--- src/rtl/mem_port_arbiter.sv ---
// Shares one memory read/write channel among C_RPORT read ports and one write port; grant-to-strobe latency 1.
// 4-phase level handshake: requesters hold their level until acked, so requests arriving while busy wait in place.
module mem_port_arbiter #(
  parameter int C_RPORT  = 2,
  parameter int ADDR_W   = 32,
  parameter int DATA_W   = 64,
  parameter int LEN_W    = 2,
  parameter int W_STARVE = 4,
  parameter int TIMEOUT  = 255
) (
  input  logic                       clk,
  input  logic                       rst_n,
  input  logic [C_RPORT-1:0]         c_re,
  input  logic [C_RPORT*ADDR_W-1:0]  c_raddr,
  input  logic [C_RPORT*LEN_W-1:0]   c_rlen,
  output logic [C_RPORT*DATA_W-1:0]  c_dout,
  output logic [C_RPORT-1:0]         c_rack,
  input  logic                       c_we,
  input  logic [ADDR_W-1:0]          c_waddr,
  input  logic [LEN_W-1:0]           c_wlen,
  input  logic [DATA_W-1:0]          c_din,
  output logic                       c_wack,
  output logic                       c_err,
  output logic                       m_re,
  output logic                       m_we,
  output logic [ADDR_W-1:0]          m_raddr,
  output logic [ADDR_W-1:0]          m_waddr,
  output logic [LEN_W-1:0]           m_rlen,
  output logic [LEN_W-1:0]           m_wlen,
  output logic [DATA_W-1:0]          m_dout,
  input  logic [DATA_W-1:0]          m_din,
  input  logic                       m_rack,
  input  logic                       m_wack
);

  localparam int RR_W = (C_RPORT > 1) ? $clog2(C_RPORT) : 1;
  localparam int ST_W = $clog2(W_STARVE + 2);

  typedef enum logic [1:0] {IDLE, RD, WR, HOLD} state_t;

  state_t            state, state_nxt;
  logic [RR_W-1:0]   rr_ptr, rr_nxt;
  logic [RR_W-1:0]   win_idx;
  logic              win_wr;
  logic [ST_W-1:0]   starve_cnt;
  logic [7:0]        to_cnt;

  logic              hi_any, lo_any, rd_any;
  logic [RR_W-1:0]   hi_win, lo_win, rd_win;
  logic              grant_rd, grant_wr, xfer_ack, xfer_to, hold_rel;

  // Circular priority from rr_ptr: prefer the lowest requester at/after the
  // pointer, else wrap to the lowest requester below it.
  always_comb begin
    hi_any = 1'b0;
    lo_any = 1'b0;
    hi_win = '0;
    lo_win = '0;
    for (int i = C_RPORT - 1; i >= 0; i--) begin
      if (c_re[i]) begin
        if (RR_W'(i) >= rr_ptr) begin
          hi_any = 1'b1;
          hi_win = RR_W'(i);
        end else begin
          lo_any = 1'b1;
          lo_win = RR_W'(i);
        end
      end
    end
    rd_any = hi_any | lo_any;
    rd_win = hi_any ? hi_win : lo_win;
    rr_nxt = (rd_win == RR_W'(C_RPORT - 1)) ? '0 : rd_win + 1'b1;
  end

  always_comb begin
    state_nxt = state;
    grant_rd  = 1'b0;
    grant_wr  = 1'b0;
    xfer_ack  = 1'b0;
    xfer_to   = 1'b0;
    hold_rel  = 1'b0;
    case (state)
      IDLE: begin
        if (c_we && (!rd_any || starve_cnt == ST_W'(W_STARVE))) begin
          grant_wr  = 1'b1;
          state_nxt = WR;
        end else if (rd_any) begin
          grant_rd  = 1'b1;
          state_nxt = RD;
        end
      end
      RD: begin
        if (m_rack) begin
          xfer_ack  = 1'b1;
          state_nxt = HOLD;
        end else if (to_cnt == 8'(TIMEOUT - 1)) begin
          xfer_to   = 1'b1;
          state_nxt = HOLD;
        end
      end
      WR: begin
        if (m_wack) begin
          xfer_ack  = 1'b1;
          state_nxt = HOLD;
        end else if (to_cnt == 8'(TIMEOUT - 1)) begin
          xfer_to   = 1'b1;
          state_nxt = HOLD;
        end
      end
      HOLD: begin
        if (win_wr ? !c_we : !c_re[win_idx]) begin
          hold_rel  = 1'b1;
          state_nxt = IDLE;
        end
      end
      default: state_nxt = IDLE;
    endcase
  end

  always_ff @(posedge clk or negedge rst_n) begin
    if (!rst_n) state <= IDLE;
    else        state <= state_nxt;
  end

  always_ff @(posedge clk or negedge rst_n) begin
    if (!rst_n) begin
      rr_ptr     <= '0;
      win_idx    <= '0;
      win_wr     <= 1'b0;
      starve_cnt <= '0;
      to_cnt     <= '0;
      m_re       <= 1'b0;
      m_we       <= 1'b0;
      m_raddr    <= '0;
      m_waddr    <= '0;
      m_rlen     <= '0;
      m_wlen     <= '0;
      m_dout     <= '0;
      c_dout     <= '0;
      c_rack     <= '0;
      c_wack     <= 1'b0;
      c_err      <= 1'b0;
    end else begin
      // Starvation credit only accrues while a write is actually waiting.
      if (!c_we || grant_wr)
        starve_cnt <= '0;
      else if (grant_rd && starve_cnt != ST_W'(W_STARVE))
        starve_cnt <= starve_cnt + 1'b1;

      if (grant_rd || grant_wr)
        to_cnt <= '0;
      else if (state == RD || state == WR)
        to_cnt <= to_cnt + 1'b1;

      if (grant_rd) begin
        win_idx <= rd_win;
        win_wr  <= 1'b0;
        rr_ptr  <= rr_nxt;
        m_re    <= 1'b1;
        m_raddr <= c_raddr[int'(rd_win)*ADDR_W +: ADDR_W];
        m_rlen  <= c_rlen[int'(rd_win)*LEN_W +: LEN_W];
      end

      if (grant_wr) begin
        win_wr  <= 1'b1;
        m_we    <= 1'b1;
        m_waddr <= c_waddr;
        m_wlen  <= c_wlen;
        m_dout  <= c_din;
      end

      // A timed-out transfer is still acked (with zero data) so the requester
      // can complete its handshake; c_err records the failure.
      if (xfer_ack || xfer_to) begin
        if (win_wr) begin
          m_we   <= 1'b0;
          c_wack <= 1'b1;
        end else begin
          m_re            <= 1'b0;
          c_rack[win_idx] <= 1'b1;
          c_dout[int'(win_idx)*DATA_W +: DATA_W] <= xfer_ack ? m_din : '0;
        end
      end

      if (xfer_to)
        c_err <= 1'b1;

      if (hold_rel) begin
        c_rack <= '0;
        c_wack <= 1'b0;
      end
    end
  end

endmodule

--- config.mk ---
export PLATFORM = sky130hd
export DESIGN_NAME = mem_port_arbiter
export DESIGN_NICKNAME = d
export VERILOG_FILES = /design/src/rtl/mem_port_arbiter.sv
export SDC_FILE = /design/constraint.sdc
export NUM_CORES = 1
export LEC_CHECK = 0
export CAP_MARGIN = 20
export CORE_AREA = 2 2 195 197
export DETAILED_ROUTE_END_ITERATION = 10
export DIE_AREA = 0 0 197 199
export MAX_ROUTING_LAYER = met4
export PLACE_DENSITY = 0.63
export RECOVER_POWER = 50
export SLEW_MARGIN = 20
export SYNTH_ARGS = -nofsm -noshare
export SYNTH_HDL_FRONTEND = slang
export SYNTH_SLANG_ARGS = --single-unit
export TNS_END_PERCENT = 100
--- constraint.sdc ---
create_clock -name clk -period 5.3 [get_ports clk]
set_input_delay 1.59 -clock clk [delete_from_list [all_inputs] [get_ports clk]]
set_output_delay 1.59 -clock clk [all_outputs]
set_load 0.01 [all_outputs]
* Yosys cells after proc, flatten, opt, wreduce, memory -nomap -nowiden
Index checks and enable logic that the tools add are counted.
Word-level totals: word-level logic and storage cells 122, input port bits 237, register bits after elaboration 282
Cells by class: multiplexer cells 60, add/sub/neg operators 4, bitwise logic cells 3, shifts and indexed selects 4, reductions and logical operators 21, magnitude comparators 4, equality and inequality tests 9
Operator list (count):
- bitwise mux 128 bit | 1
- variable shift 64 x 33 -> 128 bit, first input constant | 1
- indexed part select 64 x 33 -> 128 bit | 1
- two-way mux 64 bit | 1
- indexed part select 64 x 7 -> 32 bit | 1
- two-way mux 1 bit | 41
- negation 7 -> 33 bit | 1
- two-way mux 2 bit | 9
- two-way mux 8 bit | 2
- nonzero test 2 bit | 5
- adder 8 x 1 -> 8 bit, second input constant | 1
- == test 8 bit, second input constant | 1
- one-hot mux 2 bit (4 select lines) | 1
- AND reduction 2 bit | 4
- two-way mux 3 bit | 2
- != test 3 bit, second input constant | 2
- logical OR 1 bit | 5
- == test 2 bit, second input constant | 2
- one-hot mux 1 bit (2 select lines) | 2
- indexed part select 4 x 3 -> 2 bit | 1
- adder 3 x 1 -> 3 bit, second input constant | 1
- == test 3 bit, second input constant | 1
- logical AND 1 bit | 3
- zero test 1 bit | 3
- 12 further kinds | 13

* Logic depth before layout (Yosys ltp)
Gate-level depths: netlist of run 1.
word-level depth 14, depth in mapped cells 9, depth with buffers taken out 6

* Worst setup path before layout of run 1
OpenSTA, ideal clock, no wires.
kind input port to flip-flop, start in m_wack, end reg c_dout[100], library setup time 119 ps, setup slack 2412 ps, cell stages on the path 6, arrival time 2769 ps, cell sequence or2b_1 a2111o_1 a21boi_2 buf_6 buf_12 o21ai_2
Between the ends: word-level cells in the longest chain between the ends 5, elaborated cells between the ends (all ways) 9
RTL lines:
- start: declaration | RTL line 33 | input logic m_wack
- two-way mux 1 bit | RTL line 102 | if (m_wack) begin
- one-hot mux 1 bit (2 select lines) | RTL line 82 | case (state)
- two-way mux 64 bit | RTL line 181 | c_dout[int'(win_idx)*DATA_W +: DATA_W] <= xfer_ack ? m_din : '0;
- indexed part select 64 x 33 -> 128 bit | RTL line 181
- bitwise mux 128 bit | RTL line 181
- end signal: indexed assignment | RTL line 181
- end: declaration | RTL line 16 | output logic [C_RPORT*DATA_W-1:0] c_dout,
Several ways; a longest one is shown, not always the timed one. A chain may end at the register's enable or synchronous reset.

* Worst setup path after layout of run 1
start in c_re[1], end reg m_dout[55]
Between the ends: word-level cells in the longest chain between the ends 9, elaborated cells between the ends (all ways) 12
RTL lines:
- start: declaration | RTL line 13 | input logic [C_RPORT-1:0] c_re,
- two-way mux 1 bit | RTL line 60 | if (c_re[i]) begin
- two-way mux 1 bit | RTL line 61 | if (RR_W'(i) >= rr_ptr) begin
- two-way mux 1 bit | RTL line 60
- bitwise OR 1 bit * | RTL line 70 | rd_any = hi_any | lo_any;
- zero test 1 bit * | RTL line 84 | if (c_we && (!rd_any || starve_cnt == ST_W'(W_STARVE))) begin
- logical OR 1 bit * | RTL line 84
- logical AND 1 bit * | RTL line 84
- two-way mux 1 bit * | RTL line 84
- two-way mux 1 bit * | RTL line 82
- end signal: assignment | RTL line 169 | m_dout <= c_din;
- end: declaration | RTL line 30 | output logic [DATA_W-1:0] m_dout,
Every way passes the cells marked *; elsewhere a longest branch is shown, timed or not.

==> flow_summary.toml, run 1 <==
[synthesis]
yosys_warnings = 0
ys_ff_latch = 282
synth_area_mm2 = 0.0119
yosys.area.top_type = "dfrtp_1"
synth_area_leaders = "dfrtp_1 59%, mux2_2 9.5%, nand3_1 5.6%"
ys_seq_area_frac = 0.595
syn-num-nets = 1286
synthDistinctLibCells = 45
synth_top_area_share = 0.595
async_reset_ff_frac = 1.00
synth-edff-count = 0
syn-instance-count = 1039
synth.avg_cell_area_um2 = 11.4
ys_dominant_reg_cell = "dfrtp_1"

[route]
drtAntennaViolNets = 0
drt-initial-drc-count = 350
firstDrtPassIters = 4
via_per_inst = 4.61
routedWlPerCell_um = 17.9
drc = 0
wirelength_mm = 36.0
vias = 9278

[timing]
tightestPinTransition_ns = 2.19
rsz0062_at_grt = "no"
min_period_over_period = 0.789
relSlewSlack = -0.461
hold_viol = 0
holdWs_ns = 0.474
setup_viol = 0
period_minus_slack_ns = 4.18
skew_ns = 0.00965
fin_tns_setup_ns = 0
fmax_mhz = 239
finalMaxSlewViolations = 82

[power_and_ir_drop]
p_leak_nw = 8.02
power.density_mw_per_mm2 = 595
irDropWorstVdd_uv = 273
totalPowerFinal_mw = 10.9

[finish]
syn2layout_area_growth_pct = 54.2
multi_input_area_mm2 = 0.00392
drive_gt1_frac = 0.142
regArea_mm2 = 0.00706
layout.nets = 1765
most-common-layout-cells = "415 x clkdlybuf4s50_1, 282 x dfrtp_1, 136 x inv_1, 133 x nand3_1, 118 x o21ai_0"
diodes = 0
fillers = 3378
layout_commonest_cell = "clkdlybuf4s50_1"

[global_route]
grt_pass1_vias = 9517
grt.met3_usage = 0.0388
use_met2 = 0.314
grt_pass1_wl_mm = 55.0
gr-usage-all-layers = 0.184
antenna_found_initial = 0
use_met1 = 0.218
top_usage_layer = "met2"
grt_max_degree = 109
gr-total-overflow = 0

[clock_tree]
cts_buffer_depth = 3
clock_latency_ns = 0.56
cts.sinks = 282
cts_tree = "built"
cts-buffers-inserted = 31
ctsHoldBuffers = 0
cts-root-buf = "clkbuf_16"
postCtsSetupBuffers = 0
cts-resized-gates = 0
clk_pin_slew_ns = 0.06
htree_levels = 1

[critical_path]
path_max_fanout = 73
end_kind = "flip-flop"
critical_path_class = "in2reg"
critical_path_required_ns = 5.74
cp.arrival_ns = 4.62
start_kind = "input pin"

[placed_design]
dp_hpwl_mm = 25.8
gp_congestion = 0.819
port_buffers = 502

[die]
coreArea_mm2 = 0.0371
start_util = 0.319
die_h_um = 199
dieArea_mm2 = 0.0392
die_x_um = 197
num_rows = 71
ios = 503

[worst_hold_path]
hp-class = "reg2reg"

[run]
timing.max_cap.violations = 1

[run_status]
status = "finished, violations left"
violations = "max-capacitance violations, max-slew violations"
-- per-layer routing --
metal	up-vias	part of all wire
li1	4420	-
met1	4451	0.40
met2	342	0.51
met3	65	0.069
met4	0	0.029
met5	-	0
-- Yosys cell counts, drive strengths merged (3+ instances only) --
| cell type | instances |
|---|---|
| xor2 | 3 |
| ha | 10 |
| nor2b | 4 |
| a21oi | 7 |
| buf | 32 |
| nand3 | 133 |
| a21boi | 3 |
| clkbuf | 36 |
| nor2 | 13 |
| mux2i | 35 |
| a211oi | 3 |
| nand2 | 41 |
| dfrtp | 282 |
| inv | 136 |
| o21ai | 169 |
| o21a | 3 |
| nand4 | 3 |
| mux2 | 100 |
-- power breakdown --
part	internal, mW	total [mW]	switching, mW
Combinational	2.56	4.87	2.30
Sequential	3.21	3.78	0.574
Clock	1.35	2.24	0.888
-- area by class of cell --
| class | count | area share |
|---|---|---|
| Tap cell | 474 | 0.0324 |
| Timing Repair Buffer | 514 | 0.283 |
| Clock buffer | 46 | 0.0509 |
| Inverter | 136 | 0.0279 |
| Sequential cell | 282 | 0.386 |
| Multi-Input combinational cell | 553 | 0.214 |
| Clock inverter | 7 | 0.00636 |
-- through the flow --
step,std cells,area [um2],utilization,setup WS (ns)
after global placement,1959,17300,0.465,1.14
after global routing,2012,18300,0.493,0.952
after detailed placement,1959,17300,0.465,1.13
final,2012,18300,0.493,1.12
after CTS,2012,18300,0.493,1.69
after floorplan,1039,11900,-,2.41
-- state kept, by name (all words and copies together) (netlist names) --
register and cells:
m_raddr 32, state 2, starve_cnt 3, c_dout 128, win_idx 1, c_wack 1
to_cnt 8, m_re 1, c_rack 2, m_wlen 2, m_we 1, m_dout 64
m_waddr 32, win_wr 1, rr_ptr 1, m_rlen 2, c_err 1
-- path summary, 6_finish.rpt --
path | start | end | slack, ns | depth (start not counted)
min reg2reg | c_err | c_err | 0.47 | 1
max reg2reg | state[0] | c_dout[42] | 2.13 | 7
min | c_err | c_err | 0.47 | 1
min in group asynchronous | rst_n | m_dout[4] | 1.67 | 1
max in group asynchronous | rst_n | c_dout[94] | 2.14 | 2
max | c_re[1] | m_dout[55] | 1.12 | 5
-- logic make-up after synthesis --
group                    after synthesis  synth area share
XOR/XNOR                               5           0.00369
buffers and inverters                204            0.0778
multiplexers                         135             0.124
AO/OA/AOI/OAI                        195             0.103
AND/OR/NAND/NOR                      208            0.0854
flip-flops                           282             0.595
adder cells (fa/ha/maj)               10            0.0105
-- critical path: stages --
cell           delay [ns]
dlygate4sd3_1        0.65
o2bb2ai_1            0.32
and3_1               1.15
buf_12               0.44
mux2_2               0.39
No activity file was read; power rests on OpenSTA's default activity.
==> inputs of run 2 (changes only) <==
- CORE_AREA: 2 2 195 197 -> 2 2 194 196
- DIE_AREA: 0 0 197 199 -> 0 0 196 198
- PLACE_DENSITY: 0.63 -> 0.66
- clock period: 5.3 -> 3.4 ns (I/O delays scaled with it)
==> run 2 against run 1 <==
The run still ends with max-capacitance violations, max-slew violations left. Highest routed layer unchanged. Critical endpoint is now m_dout[6]. Largest power group unchanged. Utilization grew 0.82 points. Sequential share of layout area decreased by 0.45 points. Clock power increased by 54%. Sequential power up 57%. Critical path depth is the same. Total power grew 59%. Register-to-register slack worse by 1.3 ns. Worst hold slack improved by 0.0045 ns. Die area fell by 1.0%.
==> flow_summary.toml, run 2 (synthesis gave the netlist of run 1 again) <==
[route]
vias = 9374
via_per_inst = 4.61
wirelength_mm = 35.2
drtAntennaViolNets = 0
firstDrtPassIters = 5
drt-initial-drc-count = 440
routedWlPerCell_um = 17.3
drc = 0

[finish]
most-common-layout-cells = "500 x clkdlybuf4s50_1, 282 x dfrtp_1, 136 x inv_1, 133 x nand3_1, 118 x o21ai_0"
drive_gt1_frac = 0.150
largest_reg_flops = 128
reg_top3 = "c_dout x128, m_dout x64"
top_register = "c_dout"
layout.nets = 1784
layout_commonest_cell = "clkdlybuf4s50_1"
utilization = 0.501
syn2layout_area_growth_pct = 56.1

[power_and_ir_drop]
power.density_mw_per_mm2 = 933
irDropWorstVdd_uv = 414
p_leak_nw = 8.05

[global_route]
grt_max_degree = 71
gr-usage-all-layers = 0.183
grt_pass1_vias = 9675
gr-total-overflow = 0
antenna_found_initial = 1
grt_pass1_wl_mm = 55.0

[clock_tree]
clk_pin_slew_ns = 0.06
htree_levels = 1
cts-root-buf = "clkbuf_16"
cts-resized-gates = 0
clock_latency_ns = 0.55
cts_tree = "built"
cts-buffers-inserted = 30
cts_buffer_depth = 3
postCtsSetupBuffers = 0
cts.sinks = 282
ctsHoldBuffers = 0

[placed_design]
gp_congestion = 0.790
dp_hpwl_mm = 25.8
port_buffers = 502

[critical_path]
reg2reg_from = "state[0]"
endpoint = "m_dout[6]"
cp-startpoint = "c_re[1]"
reg2reg_setup_slack_ns = 0.78
path_cells = "dlygate4sd3_1 > o2bb2ai_1 > and3_1 > buf_4 > mux2_2"
critical_path_class = "in2reg"
critPathSlowestCell = "and3_1"
reg2reg_to = "c_dout[75]"
critical_path_required_ns = 3.84
slowest_delay_ns = 0.80
cp.arrival_ns = 3.33
start_kind = "input pin"
reg2reg_depth = 7
end_kind = "flip-flop"
path_max_fanout = 17

[die]
die_h_um = 198
coreArea_mm2 = 0.0370
num_rows = 71
start_util = 0.321
die_x_um = 196
dieArea_mm2 = 0.0388
ios = 503

[timing]
relSlewSlack = -0.204
setup_viol = 0
period_minus_slack_ns = 2.89
fmax_mhz = 345
skew_ns = 0.00965
finalMaxSlewViolations = 65
fin_tns_setup_ns = 0
min_period_over_period = 0.851
rsz0062_at_grt = "no"
hold_viol = 0
tightestPinTransition_ns = 1.81

[run]
timing.max_cap.violations = 1

[worst_hold_path]
hp-class = "reg2reg"

[run_status]
violations = "max-capacitance violations, max-slew violations"
status = "finished, violations left"
==> run 2: changes by cell type in the layout (fill, tap and decap cells not counted), sizes merged <==
cell	previous run	this run
buf	12	25
dlygate4sd3	86	1
clkinvlp	1	2
bufinv	3	4
clkbuf	47	53
diode	0	1
clkdlybuf4s50	415	500
==> run 2: metrics by stage <==
step                hold slack [ns]  setup slack (ns)  power (mW)  std cells  area (um2)
floorplan                     0.474              1.08        9.37       1039       11900
global placement              0.461             0.264        13.8       1979       17500
detailed placement            0.459             0.203        13.9       1979       17500
CTS                           0.421             0.787        17.5       2033       18600
global route                  0.509             0.417        18.4       2034       18500
finish                        0.478             0.505        17.3       2034       18500
==> run 2: layout make-up <==
cell class / count / area [um2]
Fill cell: 3348 / 18400
Sequential cell: 282 / 7060
Timing Repair Buffer: 534 / 5380
Multi-Input combinational cell: 553 / 3930
Clock buffer: 45 / 898
Tap cell: 474 / 593
Inverter: 136 / 510
Clock inverter: 9 / 150
Antenna cell: 1 / 2.50
==> run 2: worst min-delay path by stage <==
stage	start	endpoint	slack, ns	depth (start not counted)
CTS	rst_n	m_dout[6]	0.42	1
finish	m_raddr[21]	m_raddr[21]	0.48	2
detailed placement	c_err	c_err	0.46	1
floorplan	rr_ptr	rr_ptr	0.47	1
global placement	m_raddr[18]	m_raddr[18]	0.46	2
global route	m_raddr[3]	m_raddr[3]	0.51	2
==> run 2: where the power goes <==
part           total, mW  switching (mW)  internal, mW
clock network       3.46            1.34          2.11
registers           5.92           0.923          5.00
logic               7.88            3.59          4.29
==> run 2: critical path, delay by kind of cell <==
kind                   cells  cell delay (ns)
AOI/OAI and AO/OA          1             0.20
buffers and inverters      2             0.97
muxes                      1             0.35
and+or+nand+nor            1             0.80
==> run 2: layer usage <==
layer / GRT usage / vias to the layer above / wire length (um)
li1: - / 4460 / -
met1: 0.227 / 4531 / 14600
met2: 0.307 / 323 / 17500
met3: 0.0310 / 60 / 2120
met4: 0.0547 / 0 / 947
met5: - / - / 0
